`config.mk`:
```
export PLATFORM = sky130hd
export DESIGN_NAME = alu
export DESIGN_NICKNAME = d
export VERILOG_FILES = /design/src/rtl/alu_pkg.sv /design/src/rtl/alu_addsub.sv /design/src/rtl/alu.sv
export SDC_FILE = /design/constraint.sdc
export NUM_CORES = 1
export LEC_CHECK = 0
export ABC_AREA = 1
export CAP_MARGIN = 15
export CELL_PAD_IN_SITES_DETAIL_PLACEMENT = 0
export CELL_PAD_IN_SITES_GLOBAL_PLACEMENT = 1
export CORE_UTILIZATION = 40
export CTS_BUF_LIST = sky130_fd_sc_hd__clkbuf_16
export DETAILED_ROUTE_END_ITERATION = 10
export DONT_BUFFER_PORTS = 1
export PLACE_DENSITY = 0.78
export SLEW_MARGIN = 20
export SYNTH_ARGS = -nofsm -noshare
export SYNTH_HDL_FRONTEND = slang
export SYNTH_HIERARCHICAL = 1
export SYNTH_SLANG_ARGS = --single-unit
```
`constraint.sdc`:
```
create_clock -name clk -period 3.25 [get_ports clk]
set_clock_uncertainty 0.2 [all_clocks]
set_input_delay 0.8125 -clock clk [delete_from_list [all_inputs] [get_ports clk]]
set_output_delay 0.8125 -clock clk [all_outputs]
set_load 0.1 [all_outputs]
```
`src/rtl/alu_pkg.sv`:
```
// Shared constants for the SAP-1 ALU: data width, flag bit positions and
// operation encodings. Also holds the signed-overflow helper used by the
// adder/subtractor.
package alu_pkg;

  localparam int ALU_WIDTH = 8;

  // Bit positions inside the 4-bit flags vector {C,Z,N,V}
  localparam int FLAG_C = 3;
  localparam int FLAG_Z = 2;
  localparam int FLAG_N = 1;
  localparam int FLAG_V = 0;

  // Operation select carried on Su
  localparam logic OP_ADD = 1'b0;
  localparam logic OP_SUB = 1'b1;

  // Signed overflow of a two's-complement add of a and b_eff (where b_eff is
  // already inverted for subtraction): the operands share a sign and the
  // sum's sign differs from them.
  function automatic logic calc_overflow(input logic a_msb,
                                         input logic b_eff_msb,
                                         input logic sum_msb);
    calc_overflow = (a_msb == b_eff_msb) && (sum_msb != a_msb);
  endfunction

endpackage

```
`src/rtl/alu_addsub.sv`:
```
// Pure combinational adder/subtractor. Subtraction is done as
// ina + ~inb + 1, so the carry out is the inverted borrow.
module alu_addsub
  import alu_pkg::*;
#(
  parameter int WIDTH = ALU_WIDTH
) (
  input  logic             Su,
  input  logic [WIDTH-1:0] ina,
  input  logic [WIDTH-1:0] inb,
  output logic [WIDTH-1:0] sum,
  output logic             c,
  output logic             z,
  output logic             n,
  output logic             v
);

  logic [WIDTH-1:0] w_b_eff;
  logic [WIDTH:0]   w_raw;

  // Operand conditioning and the single shared adder
  always_comb begin
    w_b_eff = inb;
    if (Su == OP_SUB) begin
      w_b_eff = ~inb;
    end else begin
      w_b_eff = inb;
    end
    w_raw = {1'b0, ina} + {1'b0, w_b_eff} + {{WIDTH{1'b0}}, Su};
  end

  // Status derivation from the raw WIDTH+1 result
  always_comb begin
    sum = w_raw[WIDTH-1:0];
    c   = w_raw[WIDTH];
    z   = (w_raw[WIDTH-1:0] == {WIDTH{1'b0}});
    n   = w_raw[WIDTH-1];
    v   = calc_overflow(ina[WIDTH-1], w_b_eff[WIDTH-1], w_raw[WIDTH-1]);
  end

endmodule

```
`src/rtl/alu.sv`:
```
// SAP-1 ALU top: combinational add/subtract onto the W bus plus a status
// flag register {C,Z,N,V} that captures whenever the ALU drives the bus.
// Optional build macro ALU_TRISTATE_EN: when defined, result floats (all Z)
// while Eu=0 for a tri-state bus; otherwise result is driven to zero so it
// can be OR-combined with other bus sources.
module alu
  import alu_pkg::*;
#(
  parameter int WIDTH = ALU_WIDTH
) (
  input  logic             clk,
  input  logic             clr_n,
  input  logic             Su,
  input  logic             Eu,
  input  logic [WIDTH-1:0] ina,
  input  logic [WIDTH-1:0] inb,
  output logic [WIDTH-1:0] result,
  output logic [3:0]       flags
);

  logic [WIDTH-1:0] w_sum;
  logic             w_c;
  logic             w_z;
  logic             w_n;
  logic             w_v;
  logic [3:0]       w_flags_nxt;
  logic [3:0]       r_flags;

  alu_addsub #(
    .WIDTH (WIDTH)
  ) u_addsub (
    .Su  (Su),
    .ina (ina),
    .inb (inb),
    .sum (w_sum),
    .c   (w_c),
    .z   (w_z),
    .n   (w_n),
    .v   (w_v)
  );

  // Pack flags into their fixed positions; hold when the ALU is not on the bus
  always_comb begin
    w_flags_nxt = r_flags;
    if (Eu) begin
      w_flags_nxt[FLAG_C] = w_c;
      w_flags_nxt[FLAG_Z] = w_z;
      w_flags_nxt[FLAG_N] = w_n;
      w_flags_nxt[FLAG_V] = w_v;
    end else begin
      w_flags_nxt = r_flags;
    end
  end

  // Flag register, cleared asynchronously by clr_n
  always_ff @(posedge clk or negedge clr_n) begin
    if (!clr_n) begin
      r_flags <= 4'b0000;
    end else begin
      r_flags <= w_flags_nxt;
    end
  end

  assign flags = r_flags;

  // Bus driver: result is combinational and ignores reset by design
`ifdef ALU_TRISTATE_EN
  assign result = Eu ? w_sum : {WIDTH{1'bz}};
`else
  assign result = Eu ? w_sum : {WIDTH{1'b0}};
`endif

endmodule

```
# Word level (Yosys, flattened, before mapping)
# Cells that the tools add are included.
# word_totals
register_bits	4
input_bits	20
out_inout_bits	12
word_cells	10
# op_classes
bitwise_logic	1
reduce_logical	2
eq_ne	2
mux	2
n_addsub	2
# op_table
cell	n
$mux 8	2
$add 8x8->9	1
$add 9x1->9	1
$logic_not 8->1	1
$not 8->8	1
$eq 1x1->1	1
$logic_and 1x1->1	1
$ne 1x1->1	1

# Longest topological paths before layout
# logic_depth
ltp_word	6
depth_mapped	16
mapped_depth_nobuf	16

# By module
# The synthesis kept the hierarchy.
# by_module_without_submodules
mod	area_each_um2	seq_area_each_um2	cells_per_inst	instances
alu_addsub	551.8	0.0	92	1
alu	220.2	100.1	34	1

# Least setup slack after synthesis
# OpenSTA, ideal clock, no wires.
# synth_path
path_type	input to output
from	input port Su
to	output port result[7]
required_time_ps	2237
t_arrival_ps	2731
path_buffers	2
slack_ps	-493
stages	13
path_cell_list	buf_6 -> xor2_1 -> ha_1 -> a21oi_2 -> nor2_1 -> nor2_1 -> nand2_2 -> nand2_1 -> nand2_1 -> inv_1 -> buf_4 -> nand2_1 -> inv_1
# synth_via
elab_chain_len	4
# synth_rtl
element	line_no	text
start: declaration	alu.sv:13	input logic Su,
$mux 8	alu_addsub.sv:24	if (Su == OP_SUB) begin
$add 8x8->9	alu_addsub.sv:29	w_raw = {1'b0, ina} + {1'b0, w_b_eff} + {{WIDTH{1'b0}}, Su};
$add 9x1->9 (*)	alu_addsub.sv:29	
named net w_n	alu.sv:24	logic w_n;
$mux 8 (*)	alu.sv:70	assign result = Eu ? w_sum : {WIDTH{1'b0}};
end: declaration	alu.sv:17	output logic [WIDTH-1:0] result,
# Mark *: on every way through the listed nets, which the timed path passes. The rest lies on a longest branch.

# Worst setup path after layout
# layout_path
from	input port inb[4]
to	output port result[7]
# layout_via
elab_chain_len	5
# layout_rtl
element	line_no	text
start: declaration	alu.sv:16	input logic [WIDTH-1:0] inb,
$not 8->8	alu_addsub.sv:25	w_b_eff = ~inb;
$mux 8 (*)	alu_addsub.sv:24	
$add 8x8->9 (*)	alu_addsub.sv:29	
$add 9x1->9 (*)	alu_addsub.sv:29	
named net w_n	alu.sv:24	
$mux 8 (*)	alu.sv:70	
# Marks and branches as above.

==> impl_metrics.csv <==
group,metric,value,unit
run_status,status,"completed",
sta,tightest_slew,0.916,ns
yosys,syn_area_per_cell,6.13,µm²
worst_hold_path,hold_path_class,"in -> async",
clock_tree,ctsHoldBuffers,0,
drt,ant_nets,0,
power,peakVddDrop,0.321,mV
sta,hold_viol_final,0,
yosys,synth_warnings,6,
power,power,0.741,mW
critical_path,crit_arrival,2.23,ns
yosys,synthAdderAreaFrac,13.9,%
power,p_per_area,574,nW/µm²
placed_design,gp_congestion,0.850,
critical_path,crit_required,2.24,ns
yosys,syn_inst,126,
clock_tree,cts.path.max_buffers,2,
critical_path,reg2reg_from,"flags[1]",
yosys,synth-compound-area-share,6.32,%
floorplan,rows,15,
finish,largest_reg_flops,4,
grt,grt_first_pass_wirelength,3.24,mm
critical_path,start_kind,"input port",
floorplan,pin_count,32,
yosys,ys_ff_latch,4,
placed_design,port_buffers,0,
grt,antenna_found_initial,0,
drt,vias,870,
finish,fin_area,1290,µm²
yosys,synth_top_family_by_area,"simple AND/OR/NAND/NOR gates",
drt,routed_wl,2.06,mm
drt,drt_iter0_drc,29,
yosys,yosys.area_share.simple,41.7,%
sta,fin_crit_sh,99.6,%
placed_design,dpl_cell_area,1040,µm²
floorplan,dieArea,2110,µm²
placed_design,dp_hpwl,1.47,mm
grt,grt_overflow,0,
sta,finalMaxSlewViolations,0,
job,max_cap_viol_count,0,
finish,diodes,0,
critical_path,rr_worst_depth,2,
clock_tree,cts.sinks,4,
sta,max_freq,309,MHz
drt,firstDrtPassIters,4,
finish,nNetsFinal,186,
floorplan,core-area,1760,µm²
critical_path,timing.rr.end,"flags[1]",
sta,setup_viol,0,
critical_path,critical_path_class,"in -> out",
grt,grt_max_degree,14,
yosys,synth-xor-area-share,9.08,%
placed_design,pre_cts_slack,-0.0975,ns
clock_tree,clk_pin_slew,0.03,ns
floorplan,initial_utilization,43.8,%
clock_tree,cts_max_level,1,
yosys,syn_nets,154,
floorplan,die_w,45.9,µm
clock_tree,cts_tree,"yes",
sta,setup-tns-final,0,ns
grt,grt_usage,21.7,%
sta,setup_ws,0.0119,ns
clock_tree,cts_root_buf,"clkbuf_16",
finish,syn2layout_area_growth,67.3,%
yosys,yosys-mux-area-fraction,0,%
drt,vias_per_cell,4.81,
yosys,yosysUniqueCellTypes,22,
floorplan,fp.dieH,45.9,µm
drt,wl_per_cell,11.4,µm
finish,drive_above_1_share,49.4,%
sta,rsz0062_at_grt,"true",
sta,maxSlewHeadroom,38.9,%
grt,first_global_vias,829,
sta,hold_slack,0.0821,ns
power,p_leak,0.682,nW
yosys,synth_seq_area_share,13.0,%
yosys,syn-cell-area,772,µm²
clock_tree,cts_made_buffers,3,
clock_tree,clkLatencyLatePin,0.23,ns
critical_path,r2r_slack,1.83,ns
sta,min_period,3.24,ns
critical_path,end_kind,"output port",
drt,drc_errors,0,
critical_path,worstPathMaxFanout,4,
through the flow:
| stage | utilization, % | cells |
|---|---|---|
| 2_1_floorplan | - | 126 |
| 3_3_place_gp | 58.9 | 164 |
| 3_5_place_dp | 58.9 | 164 |
| 5_1_grt | 73.2 | 181 |
| 4_1_cts | 68.9 | 177 |
| 6_report | 73.2 | 181 |
Yosys cell counts:
cell,number,area (µm²)
nand2_4,4,45.0
a21oi_2,2,17.5
nand4_1,1,6.26
ha_1,7,87.6
a21oi_1,3,15.0
xor2_1,7,61.3
xnor2_1,1,8.76
inv_2,1,3.75
nand3b_1,1,7.51
fa_1,1,20.0
o21bai_1,1,7.51
buf_4,1,7.51
nor2_1,9,33.8
nand2_1,45,169
a21o_2,1,8.76
dfrtp_1,4,100
nor2_2,1,6.26
nand3_1,7,35.0
nand2_2,2,12.5
buf_6,2,22.5
or2_2,1,6.26
inv_1,24,90.1
worst max-delay path: stages:
cell and delay, ns:
xor2_1 0.14, ha_1 0.34, a21oi_2 0.17, nor2_1 0.06
nor2_2 0.13, nand2_2 0.07, nand2_1 0.06, nand2_1 0.07
inv_2 0.08, nand2_4 0.05, clkinvlp_4 0.07, buf_12 0.16
where the power goes:
group          total, mW  switching [mW]  internal (mW)
clock              0.193          0.0357          0.157
combinational      0.433           0.248          0.185
sequential         0.116          0.0596         0.0562
total              0.741           0.343          0.398
layout make-up:
cell class | instances | area (µm²)
repair buffers | 30 | 313
multi-input cells | 94 | 652
flip-flops and latches | 4 | 100
inverters | 25 | 120
clock buffers | 3 | 75.1
fillers | 161 | 473
well taps | 25 | 31.3
layer usage:
| layer | global-route usage (%) | vias to the layer above | routed length (µm) |
|---|---|---|---|
| met2 | 42.5 | 23 | 1190 |
| met5 | 0 | - | 0 |
| met1 | 21.4 | 408 | 774 |
| met4 | 6.47 | 0 | 12 |
| li1 | - | 437 | - |
| met3 | 5.95 | 2 | 89 |
kinds of logic (layout without fill, tap and decap cells):
logic type	Yosys count	in the layout
flops	4	4
compound gates	7	7
simple gates	71	71
xor+xnor	8	8
fa+ha+maj	8	8
buf+inv	28	58
how the worst max path moves through the flow:
stage | from | to | slack [ns] | cells past startpoint
floorplan | Su | result[7] | -0.29 | 12
global placement | inb[2] | result[5] | -0.08 | 11
detailed placement | inb[2] | result[5] | -0.1 | 11
CTS | inb[2] | result[7] | 0.0008 | 14
global route | inb[4] | result[7] | -0.09 | 12
finish | inb[4] | result[7] | 0.01 | 12
layout by cell type, fill, tap and decap left out, drive strengths merged:
cell type,instances
fa,1
a21oi,5
clkbuf,3
ha,7
buf,30
nand3,7
clkinvlp,7
nor2,10
nand2,51
a21o,1
xnor2,1
or2,1
xor2,7
nand4,1
inv,18
nand3b,1
o21bai,1
dfrtp,4
what timing repair did:
item                                    in CTS  in global routing
endpoints found under the setup margin       3                  6
setup buffers                               10                  4
pin swaps                                   13                 14
gates resized for setup                     10                  9
No activity file was read; power rests on OpenSTA's default activity.
